==> src/rtl/pixsel_mode_ctrl.sv <==
// pixsel_mode_ctrl
//   Mode controller for the pixel-effect selector. Conditions the board slide
//   switches and two push-buttons, steps or auto-cycles the effect mode, and
//   commits the selected mode only on a vsync rise so that each frame is
//   rendered in a single mode.
//
// Ports
//   clk          pixel clock, all logic on posedge
//   rst          synchronous active-high reset
//   in_swt[7:0]  raw slide switches (asynchronous)
//   in_btn_next  raw "next mode" button, active-high (asynchronous)
//   in_btn_auto  raw "auto-cycle toggle" button, active-high (asynchronous)
//   in_c[2:0]    video ctrl {vsync, hsync, de}; only vsync is used here
//   out_swt[7:0] committed effect code to the pixel-effect stage
//   out_mode[3:0] committed mode index 0..9
//   out_auto     auto-cycle state active
//   out_pending  requested mode differs from committed mode
module pixsel_mode_ctrl #(
  parameter int DEB_CYCLES  = 1000000,
  parameter int AUTO_FRAMES = 120
) (
  input  logic       clk,
  input  logic       rst,
  input  logic [7:0] in_swt,
  input  logic       in_btn_next,
  input  logic       in_btn_auto,
  input  logic [2:0] in_c,
  output logic [7:0] out_swt,
  output logic [3:0] out_mode,
  output logic       out_auto,
  output logic       out_pending
);

  localparam int DCNT_W = (DEB_CYCLES > 1) ? $clog2(DEB_CYCLES) : 1;
  localparam int FCNT_W = (AUTO_FRAMES > 1) ? $clog2(AUTO_FRAMES) : 1;
  localparam logic [DCNT_W-1:0] DEB_LAST = DCNT_W'(DEB_CYCLES - 1);
  localparam logic [FCNT_W-1:0] FRM_LAST = FCNT_W'(AUTO_FRAMES - 1);

  typedef enum logic {ST_MANUAL = 1'b0, ST_AUTO = 1'b1} state_t;

  function automatic logic [7:0] mode_code(input logic [3:0] idx);
    case (idx)
      4'd1:    mode_code = 8'h01;
      4'd2:    mode_code = 8'h02;
      4'd3:    mode_code = 8'h04;
      4'd4:    mode_code = 8'h08;
      4'd5:    mode_code = 8'h10;
      4'd6:    mode_code = 8'h20;
      4'd7:    mode_code = 8'h40;
      4'd8:    mode_code = 8'h80;
      4'd9:    mode_code = 8'hFF;
      default: mode_code = 8'h00;
    endcase
  endfunction

  // Codes outside the table (and 0x00) map to passthrough.
  function automatic logic [3:0] code_index(input logic [7:0] code);
    case (code)
      8'h01:   code_index = 4'd1;
      8'h02:   code_index = 4'd2;
      8'h04:   code_index = 4'd3;
      8'h08:   code_index = 4'd4;
      8'h10:   code_index = 4'd5;
      8'h20:   code_index = 4'd6;
      8'h40:   code_index = 4'd7;
      8'h80:   code_index = 4'd8;
      8'hFF:   code_index = 4'd9;
      default: code_index = 4'd0;
    endcase
  endfunction

  logic [9:0]        raw;
  logic [9:0]        sync_p0;
  logic [9:0]        sync_p1;
  logic [9:0]        deb;
  logic [DCNT_W-1:0] dcnt [10];
  logic [1:0]        btn_d;
  logic              next_ev;
  logic              auto_ev;

  logic              vs_d;
  logic              vs_rise;

  state_t            state, state_nxt;
  logic [3:0]        step, step_nxt;
  logic [FCNT_W-1:0] fcnt, fcnt_nxt;
  logic              auto_adv;
  logic [3:0]        req;

  logic              unused_ctrl;
  assign unused_ctrl = ^in_c[1:0];

  assign raw = {in_btn_auto, in_btn_next, in_swt};

  // Stage p0/p1: two-flop synchronizer, then per-bit debounce
  always_ff @(posedge clk) begin
    if (rst) begin
      sync_p0 <= '0;
      sync_p1 <= '0;
      deb     <= '0;
      btn_d   <= '0;
      for (int i = 0; i < 10; i++) dcnt[i] <= '0;
    end else begin
      sync_p0 <= raw;
      sync_p1 <= sync_p0;
      btn_d   <= deb[9:8];
      for (int i = 0; i < 10; i++) begin
        if (sync_p1[i] == deb[i]) begin
          dcnt[i] <= '0;
        end else if (dcnt[i] == DEB_LAST) begin
          deb[i]  <= sync_p1[i];
          dcnt[i] <= '0;
        end else begin
          dcnt[i] <= dcnt[i] + 1'b1;
        end
      end
    end
  end

  assign next_ev = deb[8] & ~btn_d[0];
  assign auto_ev = deb[9] & ~btn_d[1];
  assign vs_rise = in_c[2] & ~vs_d;

  always_comb begin
    state_nxt = state;
    step_nxt  = step;
    fcnt_nxt  = fcnt;
    auto_adv  = 1'b0;
    req       = step;

    if (state == ST_MANUAL && deb[7:0] != 8'h00) req = code_index(deb[7:0]);

    if (state == ST_AUTO && vs_rise) begin
      if (fcnt == FRM_LAST) begin
        fcnt_nxt = '0;
        auto_adv = 1'b1;
      end else begin
        fcnt_nxt = fcnt + 1'b1;
      end
    end

    // A toggle cancels any auto-advance landing on the same edge.
    if (auto_ev) begin
      state_nxt = (state == ST_MANUAL) ? ST_AUTO : ST_MANUAL;
      fcnt_nxt  = '0;
      auto_adv  = 1'b0;
    end

    // Auto-advance and a next press together still move the step only once.
    if (auto_adv)     step_nxt = (step == 4'd9) ? 4'd1 : step + 4'd1;
    else if (next_ev) step_nxt = (step == 4'd9) ? 4'd0 : step + 4'd1;
  end

  // Stage p2: mode state and frame-boundary commit
  always_ff @(posedge clk) begin
    if (rst) begin
      state       <= ST_MANUAL;
      step        <= '0;
      fcnt        <= '0;
      vs_d        <= 1'b0;
      out_swt     <= '0;
      out_mode    <= '0;
      out_auto    <= 1'b0;
      out_pending <= 1'b0;
    end else begin
      state       <= state_nxt;
      step        <= step_nxt;
      fcnt        <= fcnt_nxt;
      vs_d        <= in_c[2];
      out_auto    <= (state_nxt == ST_AUTO);
      out_pending <= (req != out_mode);
      if (vs_rise) begin
        out_mode <= req;
        out_swt  <= mode_code(req);
      end
    end
  end

endmodule

==> config.mk <==
export PLATFORM = sky130hd
export DESIGN_NAME = pixsel_mode_ctrl
export DESIGN_NICKNAME = d
export VERILOG_FILES = /design/src/rtl/pixsel_mode_ctrl.sv
export SDC_FILE = /design/constraint.sdc
export NUM_CORES = 1
export LEC_CHECK = 0
export BUFFER_PORTS_ARGS = -buffer_cell sky130_fd_sc_hd__buf_2
export CAP_MARGIN = 40
export CORE_UTILIZATION = 33
export CTS_CLUSTER_DIAMETER = 60
export CTS_CLUSTER_SIZE = 14
export DETAILED_ROUTE_END_ITERATION = 6
export GPL_TIMING_DRIVEN = 0
export PLACE_DENSITY = 0.48
export REMOVE_ABC_BUFFERS = 1
export SYNTH_ARGS = -nofsm -noshare
export SYNTH_HDL_FRONTEND = slang
export SYNTH_SLANG_ARGS = --single-unit
==> constraint.sdc <==
create_clock -name clk -period 5.1 [get_ports clk]
set_input_delay 0.765 -clock clk [delete_from_list [all_inputs] [get_ports clk]]
set_output_delay 0.765 -clock clk [all_outputs]
set_load 0.01 [all_outputs]
==> results of run 1 <==
layer usage:
metal  vias up  wire [um]  GRT usage
li1       4677          -          -
met2        72      10360     0.1898
met3        33        866    0.02316
met4         0        532    0.03598
met1      4141      11690     0.1595
met5         -          0          0
worst min-delay path by stage:
stage                from         end  slack (ns)  cells after the start
4_1_cts         in_swt[6]  sync_p0[6]        0.39                      2
3_5_place_dp   sync_p0[5]  sync_p1[5]        0.43                      1
2_1_floorplan  sync_p0[0]  sync_p1[0]        0.41                      1
3_3_place_gp   sync_p0[8]  sync_p1[8]        0.42                      1
5_1_grt         in_swt[6]  sync_p0[6]        0.40                      2
6_report        in_swt[6]  sync_p0[6]        0.42                      2
sequential cells by signal, summed over array words and instances (netlist names), 2 cells and up:
name and count:
out_mode 4, sync_p0 10, sync_p1 10, step 4, dcnt 200, out_swt 8, deb 10, fcnt 7
btn_d 2
power by group through the flow:
stage	registers [W]	logic [W]	clock network (W)
final	0.00242	0.000165	0.00219
after global placement	0.00246	0.000161	0
after detailed placement	0.00247	0.000163	0
after global routing	0.00243	0.000193	0.00237
after floorplan	0.00244	0.000124	0
after CTS	0.00242	0.000165	0.00229
logic make-up after synthesis:
family,after synthesis
AO/OA/AOI/OAI,51
XOR/XNOR,196
adder cells (fa/ha/maj),13
AND/OR/NAND/NOR,662
multiplexers,14
other,1
flip-flops,258
buffers and inverters,68
placed cells by master, fill, tap and decap left out, types with 20 or more instances in the layout:
master	count
nor2_1	280
edfxtp_1	200
conb_1	200
xor2_1	107
xnor2_1	89
nand3_1	88
nand2_1	80
dfxtp_1	58
nand4_1	39
nor2b_1	32
clkbuf_16	32
and3_1	30
inv_1	27
buf_2	26
or3_1	21
nor3_1	20
critical path, delay by kind of cell, from the launching register on:
kind / cells / cell delay [ns]
compound gates: 4 / 1.50
simple gates: 1 / 0.13
xor+xnor: 1 / 0.19
flops: 1 / 0.65
metrics by stage:
stage / hold slack, ns / setup WS, ns / power, W
6_report: 0.4221 / 2.465 / 0.004779
5_1_grt: 0.4038 / 2.182 / 0.004996
4_1_cts: 0.3908 / 2.395 / 0.004878
3_5_place_dp: 0.4256 / 2.424 / 0.002630
3_3_place_gp: 0.4236 / 2.249 / 0.002625
2_1_floorplan: 0.4138 / 2.969 / 0.002569
area by class of cell:
| type | instances | area (sq um) |
|---|---|---|
| inverter | 27 | 101.3 |
| tap | 518 | 648.1 |
| timing repair buffer | 28 | 157.7 |
| sequential | 258 | 7167 |
| clock buffer | 34 | 808.3 |
| fill | 3956 | 23440 |
| clock inverter | 24 | 217.7 |
| multi-input combinational | 1136 | 6376 |
==> impl_metrics.yaml, run 1 <==
drt:
  wl_mm: 23.45
  drtPass1Iterations: 4
  drcViolationCount: 0
  drt-wirelength-per-cell_um: 11.58
  routed-via-count: 8923
  drt_iter0_drc: 368
  ant_nets: 0
  routed_via_density: 4.406
synth:
  synthMuxAreaShare: 0.01066
  synth_edf_count: 200
  netlist_area_sq_mm: 0.01314
  synth_ff_type: "edfxtp_1"
  synth_most_common_cell: "nor2_1"
  synth_top_family_by_area: "simple AND/OR/NAND/NOR gates"
  postSynthCellCount: 1263
  synth_cell_types: 57
  async_flop_share: 0
  yosys_warnings: 0
  synth_fa_ha_area_frac: 0.01238
  synthTopCellsByCount: "nor2_1 (280), edfxtp_1 (200), xor2_1 (107)"
  synth_compound_area_frac: 0.02799
  synth_simple_gate_area_frac: 0.2464
  synth_xor_xnor_area_share: 0.1306
  synth_top_cell_area_share: 0.4571
  ys_seq_area_frac: 0.5454
  yosys.area.top_type: "edfxtp_1"
  postSynthAreaPerCell_sq_um: 10.40
  synth_area_leaders: "edfxtp_1 (46%), dfxtp_1 (8.8%), nor2_1 (8.0%)"
  ys_ff_latch: 258
clock_network:
  tritoncts: "yes"
  cts_made_buffers: 31
  cts-resized-gates: 0
  clk_path_buf_depth: 3
  cts_setup_buffers: 0
  ctsHoldBuffers: 0
  path_clk_slew_ns: 0.06
  htree_levels: 1
  clock_sinks: 258
  cts_root_buf: "clkbuf_16"
  insertion_delay_ns: 0.56
power_and_ir_drop:
  power.density_cell_area_mw_per_mm2: 308.8
  p_sw_w: 0.001103
  p_clk_frac: 0.459
  internal-power_w: 0.003676
  peakVddDrop_v: 0.0002491
  switching_share: 0.2309
  p_leak_nw: 5.495
  seq_power_share: 0.507
  p_comb_frac: 0.034
grt:
  grt_pass1_wl_mm: 40.55
  grt-ovfl-total: 0
  grt_use_total: 0.1179
  antenna_found_initial: 0
  grt_max_degree: 45
  grt_pass1_vias: 8473
worst_setup_path:
  start_kind: "flop"
  endpoint_kind: "flop"
  critPathSlowestCell: "a32oi_1"
  reg2reg_from: "deb[6]"
  critPathLaunch: "deb[6]"
  reg2regPathDepth: 6
  crit_end: "out_pending"
  reg2reg_slack_ns: 2.47
  max_stage_delay_ns: 0.66
  crit_arrival_ns: 3.04
  path_class: "reg2reg"
  path_cells: "nor2_1 > a221o_1 > a32oi_1 > xnor2_1 > a211oi_1 > a31oi_1"
  required_ns: 5.50
  crit_fanout: 11
  r2r_end: "out_pending"
timing:
  max_slew_margin: 0.4404
  rsz0062_at_grt: "false"
  min_period_ns: 2.635
  max_slew.worst_pin.slew_ns: 0.8394
  max_freq_ghz: 0.3796
  setup_tns_ns: 0
  skew_ns: 0.01639
  setup_viol: 0
  fin_crit_sh: 0.5166
  finalMaxSlewViolations: 0
  hold_violations: 0
place:
  placed_cells: 1967
  gp_congestion: 0.7421
  dp_hpwl_mm: 16.20
  place_area_sq_mm: 0.01445
  port_buffers: 26
floorplanning:
  die_h_um: 201.5
  rows: 72
  die_area_sq_mm: 0.04062
  initial_core_util: 0.3376
  core_region_area_sq_mm: 0.03892
  dieWidth_um: 201.5
  io_pins: 29
min_path:
  min_path_type: "in2reg"
cells_and_area:
  drive_gt1_frac: 0.06370
  design_area_sq_mm: 0.01548
  antenna_cells: 0
  stdcell_count: 2025
  final_core_util: 0.3977
  area_growth_pct: 17.78
  nets: 1510
flow_run:
  cap_violations: 0
run_status:
  status: "finished clean"
Note: power is estimated with default switching activity, not from simulation.
==> run 2, diff against run 1 <==
- clock period: 5.1 -> 2.49 ns (I/O delays scaled with it)
==> run 2 against run 1 <==
Via count rose by 0.39%. Total power is 100% higher. Critical path type unchanged. Combinational power increased by 110%. Clock-buffer cell count is the same. Worst setup slack got worse by 2.3 ns. Highest routed layer unchanged. Non-clock buffer count up 1. Sequential share of layout area decreased by 0.20 points. Critical path depth stayed put. First-iteration DRC count grew 1.4%. Largest cell class unchanged. Largest power group unchanged. Fmax up 13%. Clock skew rose by 0.00087 ns. Design area is 0.46% higher.
==> impl_metrics.yaml, run 2 (synthesis gave the netlist of run 1 again) <==
timing:
  setup_viol: 0
  hold_violations: 0
  max_slew.worst_pin.slew_ns: 0.7456
  max_freq_ghz: 0.4272
  skew_ns: 0.01726
  finalMaxSlewViolations: 0
  fin_crit_sh: 0.9400
  min_period_ns: 2.341
  fin_ws_ns: 0.1494
  rsz0062_at_grt: "true"
  max_slew_margin: 0.4984
clock_network:
  htree_levels: 1
  cts_made_buffers: 31
  clk_path_buf_depth: 3
  insertion_delay_ns: 0.56
  cts_root_buf: "clkbuf_16"
  tritoncts: "yes"
  path_clk_slew_ns: 0.06
  clock_sinks: 258
place:
  dp_hpwl_mm: 16.20
  place_area_sq_mm: 0.01445
  port_buffers: 26
  gp_congestion: 0.7421
  pre_cts_slack_ns: -0.1856
worst_setup_path:
  crit_arrival_ns: 2.81
  reg2reg_slack_ns: 0.15
  reg2regPathDepth: 6
  critPathSlowestCell: "nor4_4"
  critPathBufInv: 0
  required_ns: 2.96
  path_cells: "nor4_4 > a21o_4 > a32oi_2 > or3_4 > or3_1 > a311oi_2"
  r2r_end: "out_swt[5]"
  cp.depth: 6
  crit_fanout: 10
  endpoint_kind: "flop"
  reg2reg_from: "deb[4]"
  start_kind: "flop"
  crit_family: "simple AND/OR/NAND/NOR gates"
  path_class: "reg2reg"
  max_stage_delay_ns: 0.45
cells_and_area:
  nets: 1511
  largest_reg_flops: 200
  final_common_cell: "nor2_1"
  design_area_sq_mm: 0.01555
  final_cell_mix: "nor2_1 (280), edfxtp_1 (200), conb_1 (200)"
  final_core_util: 0.3995
  largest-register: "dcnt"
  drive_gt1_frac: 0.07162
  area_growth_pct: 18.32
  antenna_cells: 0
drt:
  drt_iter0_drc: 373
  routed-via-count: 8958
  routed_via_density: 4.422
  drt-wirelength-per-cell_um: 11.61
  drcViolationCount: 0
  wl_mm: 23.53
  ant_nets: 0
  drtPass1Iterations: 6
flow_run:
  cap_violations: 0
min_path:
  hold_depth: 2
  min_from: "in_swt[0]"
  min_path_type: "in2reg"
  hold_path_end: "sync_p0[0]"
run_status:
  status: "finished clean"
grt:
  grt_pass1_wl_mm: 40.67
  antenna_found_initial: 0
  grt_max_degree: 45
  grt-ovfl-total: 0
  grt_use_total: 0.1182
  grt_pass1_vias: 8531
floorplanning:
  die_area_sq_mm: 0.04062
  initial_core_util: 0.3376
  io_pins: 29
  dieWidth_um: 201.5
  rows: 72
  core_region_area_sq_mm: 0.03892
  die_h_um: 201.5
power_and_ir_drop:
  peakVddDrop_v: 0.0005106
  power.density_cell_area_mw_per_mm2: 630.1
  p_leak_nw: 5.511
## run 2: worst max path at each step
| stage | start | end | slack (ns) |
|---|---|---|---|
| 6_report | deb[4] | out_swt[5] | 0.15 |
| 5_1_grt | deb[4] | out_swt[5] | -0.01 |
| 3_3_place_gp | deb[6] | out_pending | -0.15 |
| 3_5_place_dp | dcnt[4][0] | dcnt[4][18] | -0.19 |
| 2_1_floorplan | deb[6] | out_swt[5] | 0.36 |
| 4_1_cts | dcnt[4][0] | dcnt[4][3] | 0.03 |
## run 2: worst register-to-register path, delay by kind of cell (launching register included)
kind	cells	cell delay [ns]
simple gates	3	1.26
flops	1	0.44
compound gates	3	0.56
## run 2: cell type report
| class | count | area, sq um |
|---|---|---|
| clock inverters | 24 | 217.7 |
| clock buffers | 34 | 808.3 |
| fillers | 3953 | 23370 |
| flip-flops and latches | 258 | 7168 |
| well taps | 518 | 648.1 |
| repair buffers | 29 | 167.7 |
| multi-input cells | 1136 | 6436 |
| inverters | 27 | 101.3 |
## run 2: timing repair
item	4_1_cts	5_1_grt
setup buffers	0	0
hold buffers	1	0
endpoints found under the setup margin	81	68
resized for setup	7	7
hold endpoints to repair	1	0
gates cloned	0	0
## run 2: per-layer routing
metal,wire length (um),track usage,up-vias,share of wire
li1,-,-,4681,-
met1,11690,0.1597,4164,0.50
met2,10450,0.1906,82,0.44
met3,883,0.02316,31,0.038
met4,508,0.03598,0,0.022
met5,0,0,-,0
## run 2: per-stage QoR
stage / hold slack (ns) / std cells / total power, W / setup TNS (ns)
2_1_floorplan: 0.4138 / 1421 / 0.005261 / 0
6_report: 0.03816 / 2026 / 0.009796 / 0
5_1_grt: 0.01818 / 2026 / 0.01024 / -0.01070
3_5_place_dp: 0.4256 / 1967 / 0.005387 / -4.158
4_1_cts: 0.003912 / 2026 / 0.009995 / 0
3_3_place_gp: 0.4236 / 1965 / 0.005376 / -4.241
## run 2: where the power goes
group	internal, W	total [W]	switching (W)
Clock	0.00259	0.00450	0.00191
Combinational	0.000143	0.000342	0.000200
Sequential	0.00480	0.00496	0.000159
==> run 3, diff against run 2 <==
- CTS_BUF_LIST: default -> sky130_fd_sc_hd__clkbuf_8 sky130_fd_sc_hd__clkbuf_16
- PLACE_DENSITY: 0.48 -> 0.5
- clock period: 2.49 -> 2 ns (I/O delays scaled with it)
==> run 3 against run 2 <==
The flow now finishes with violations (negative setup slack). Sequential share of layout area fell by 2.6 points. Fmax rose by 14%. Wire length rose by 9.2%. First-iteration DRC count fell by 8.0%. Critical path type unchanged. Critical endpoint unchanged. Highest routed layer unchanged.
==> impl_metrics.yaml, run 3 (synthesis gave the netlist of run 1 again) <==
power_and_ir_drop:
  internal-power_w: 0.009659
  p_clk_frac: 0.468
  peakVddDrop_v: 0.0006415
  p_leak_nw: 5.962
  switching_share: 0.2288
  seq_power_share: 0.492
  power.density_cell_area_mw_per_mm2: 756.6
  p_sw_w: 0.002865
  p_comb_frac: 0.040
min_path:
  hold_path_end: "deb[7]"
  min_from: "rst"
  hold_depth: 2
  min_path_type: "in2reg"
timing:
  rsz0062_at_grt: "true"
  finalMaxSlewViolations: 0
  max_freq_ghz: 0.4877
  fin_crit_sh: 1.025
  max_slew.worst_pin.slew_ns: 0.5546
  min_period_ns: 2.051
  skew_ns: 0.009832
  fin_ws_ns: -0.05062
  hold_violations: 0
  max_slew_margin: 0.6303
  setup_viol: 1
place:
  dp_hpwl_mm: 15.96
  gp_congestion: 0.7593
  port_buffers: 26
  place_area_sq_mm: 0.01445
cells_and_area:
  drive_gt1_frac: 0.1428
  fill_cells: 3855
  final_cell_mix: "nor2_1 (272), edfxtp_1 (200), conb_1 (200)"
  final_common_cell: "nor2_1"
  nets: 1580
  area_growth_pct: 25.98
  largest_reg_flops: 200
  multi_input_comb_area_sq_mm: 0.006912
  largest-register: "dcnt"
  antenna_cells: 0
  design_area_sq_mm: 0.01655
  regArea_sq_mm: 0.007198
  final_core_util: 0.4253
worst_setup_path:
  max_stage_delay_ns: 0.39
  endpoint_kind: "flop"
  r2r_end: "out_swt[5]"
  path_class: "reg2reg"
  crit_arrival_ns: 2.53
  critPathSlowestCell: "or3_4"
  required_ns: 2.48
  crit_fanout: 4
  start_kind: "flop"
  reg2regPathDepth: 7
  reg2reg_from: "deb[7]"
  reg2reg_slack_ns: -0.05
  path_cells: "nor4_4 > buf_4 > a21o_4 > a32oi_4 > or3_4 > or3_1 > a311oi_2"
run_status:
  status: "complete, but fails checks"
  failed_checks: "negative setup slack"
drt:
  drcViolationCount: 0
  routed-via-count: 9330
  drt-wirelength-per-cell_um: 12.27
  drt_iter0_drc: 343
  drtPass1Iterations: 4
  wl_mm: 25.70
  ant_nets: 0
  routed_via_density: 4.456
clock_network:
  path_clk_slew_ns: 0.07
  clk_path_buf_depth: 3
  cts_root_buf: "clkbuf_16"
  insertion_delay_ns: 0.56
  tritoncts: "yes"
  cts_made_buffers: 30
  clock_sinks: 258
  htree_levels: 1
floorplanning:
  io_pins: 29
  initial_core_util: 0.3376
  dieWidth_um: 201.5
  die_area_sq_mm: 0.04062
  die_h_um: 201.5
  core_region_area_sq_mm: 0.03892
  rows: 72
grt:
  grt-ovfl-total: 0
  antenna_found_initial: 0
  grt_pass1_vias: 8652
  grt_max_degree: 46
  grt_use_total: 0.1219
  grt_pass1_wl_mm: 41.66
flow_run:
  cap_violations: 0
run 3: changes by cell type in the layout (fill, tap and decap cells not counted), sizes merged:
cell	delta
buf	+45
clkbuf	+2
clkinv	-2
clkinvlp	-4
dlygate4sd3	+10
inv	+2
or3	+15
run 3: timing repair:
action / CTS / global route
gates cloned: 5 / 10
resized for setup: 59 / 53
endpoints found under the setup margin: 212 / 187
hold buffers: 11 / 0
setup buffers: 13 / 32
endpoints found under the hold margin: 11 / 0
pin swaps: 12 / 29
run 3: worst max path at each step:
stage,startpoint,to,slack [ns],cells after the start
after detailed placement,dcnt[4][0],dcnt[4][16],-0.60,6
after CTS,deb[1],out_swt[5],-0.06,6
after floorplan,deb[6],out_swt[5],-0.13,6
after global placement,dcnt[6][0],dcnt[6][3],-0.55,6
final,deb[7],out_swt[5],-0.05,7
after global routing,deb[7],out_swt[5],-0.12,7
run 3: layer usage:
metal,track usage,up-vias,part of all wire
li1,-,4854,-
met1,0.1624,4348,0.49
met2,0.1989,84,0.45
met3,0.02251,44,0.028
met4,0.04031,0,0.030
met5,0,-,0
run 3: worst max-delay path: cells and delay by family, from the launching register on:
kind                   cells  cell delay, ns
AND/OR/NAND/NOR            3            0.97
buffers and inverters      1            0.19
flip-flops                 1            0.37
AO/OA/AOI/OAI              3            0.43
run 3: cell type report:
cell class / instances / area share
clock buffer: 36 / 0.05374
clock inverter: 20 / 0.01134
inverter: 27 / 0.006122
multi-input combinational: 1151 / 0.4175
sequential: 258 / 0.4348
tap: 518 / 0.03915
timing repair buffer: 84 / 0.03726
run 3: power groups by stage:
stage                     sequential (W)  combinational, W  clock (W)
after global placement           0.00628          0.000410          0
after detailed placement         0.00629          0.000415          0
after global routing             0.00620          0.000576    0.00621
final                            0.00616          0.000504    0.00586
after floorplan                  0.00623          0.000315          0
after CTS                        0.00616          0.000455    0.00607
run 3: stage by stage:
stage | hold slack, ns | setup TNS (ns) | setup WS (ns) | std cells | total power (W)
floorplan | 0.3679 | -1.470 | -0.1312 | 1421 | 0.006550
global placement | 0.4195 | -85.34 | -0.5515 | 1965 | 0.006692
finish | 0.2164 | -0.05062 | -0.05062 | 2094 | 0.01252
CTS | 0.1475 | -0.06154 | -0.06154 | 2052 | 0.01269
detailed placement | 0.4220 | -75.16 | -0.5990 | 1967 | 0.006703
global route | 0.2400 | -0.6052 | -0.1160 | 2094 | 0.01299
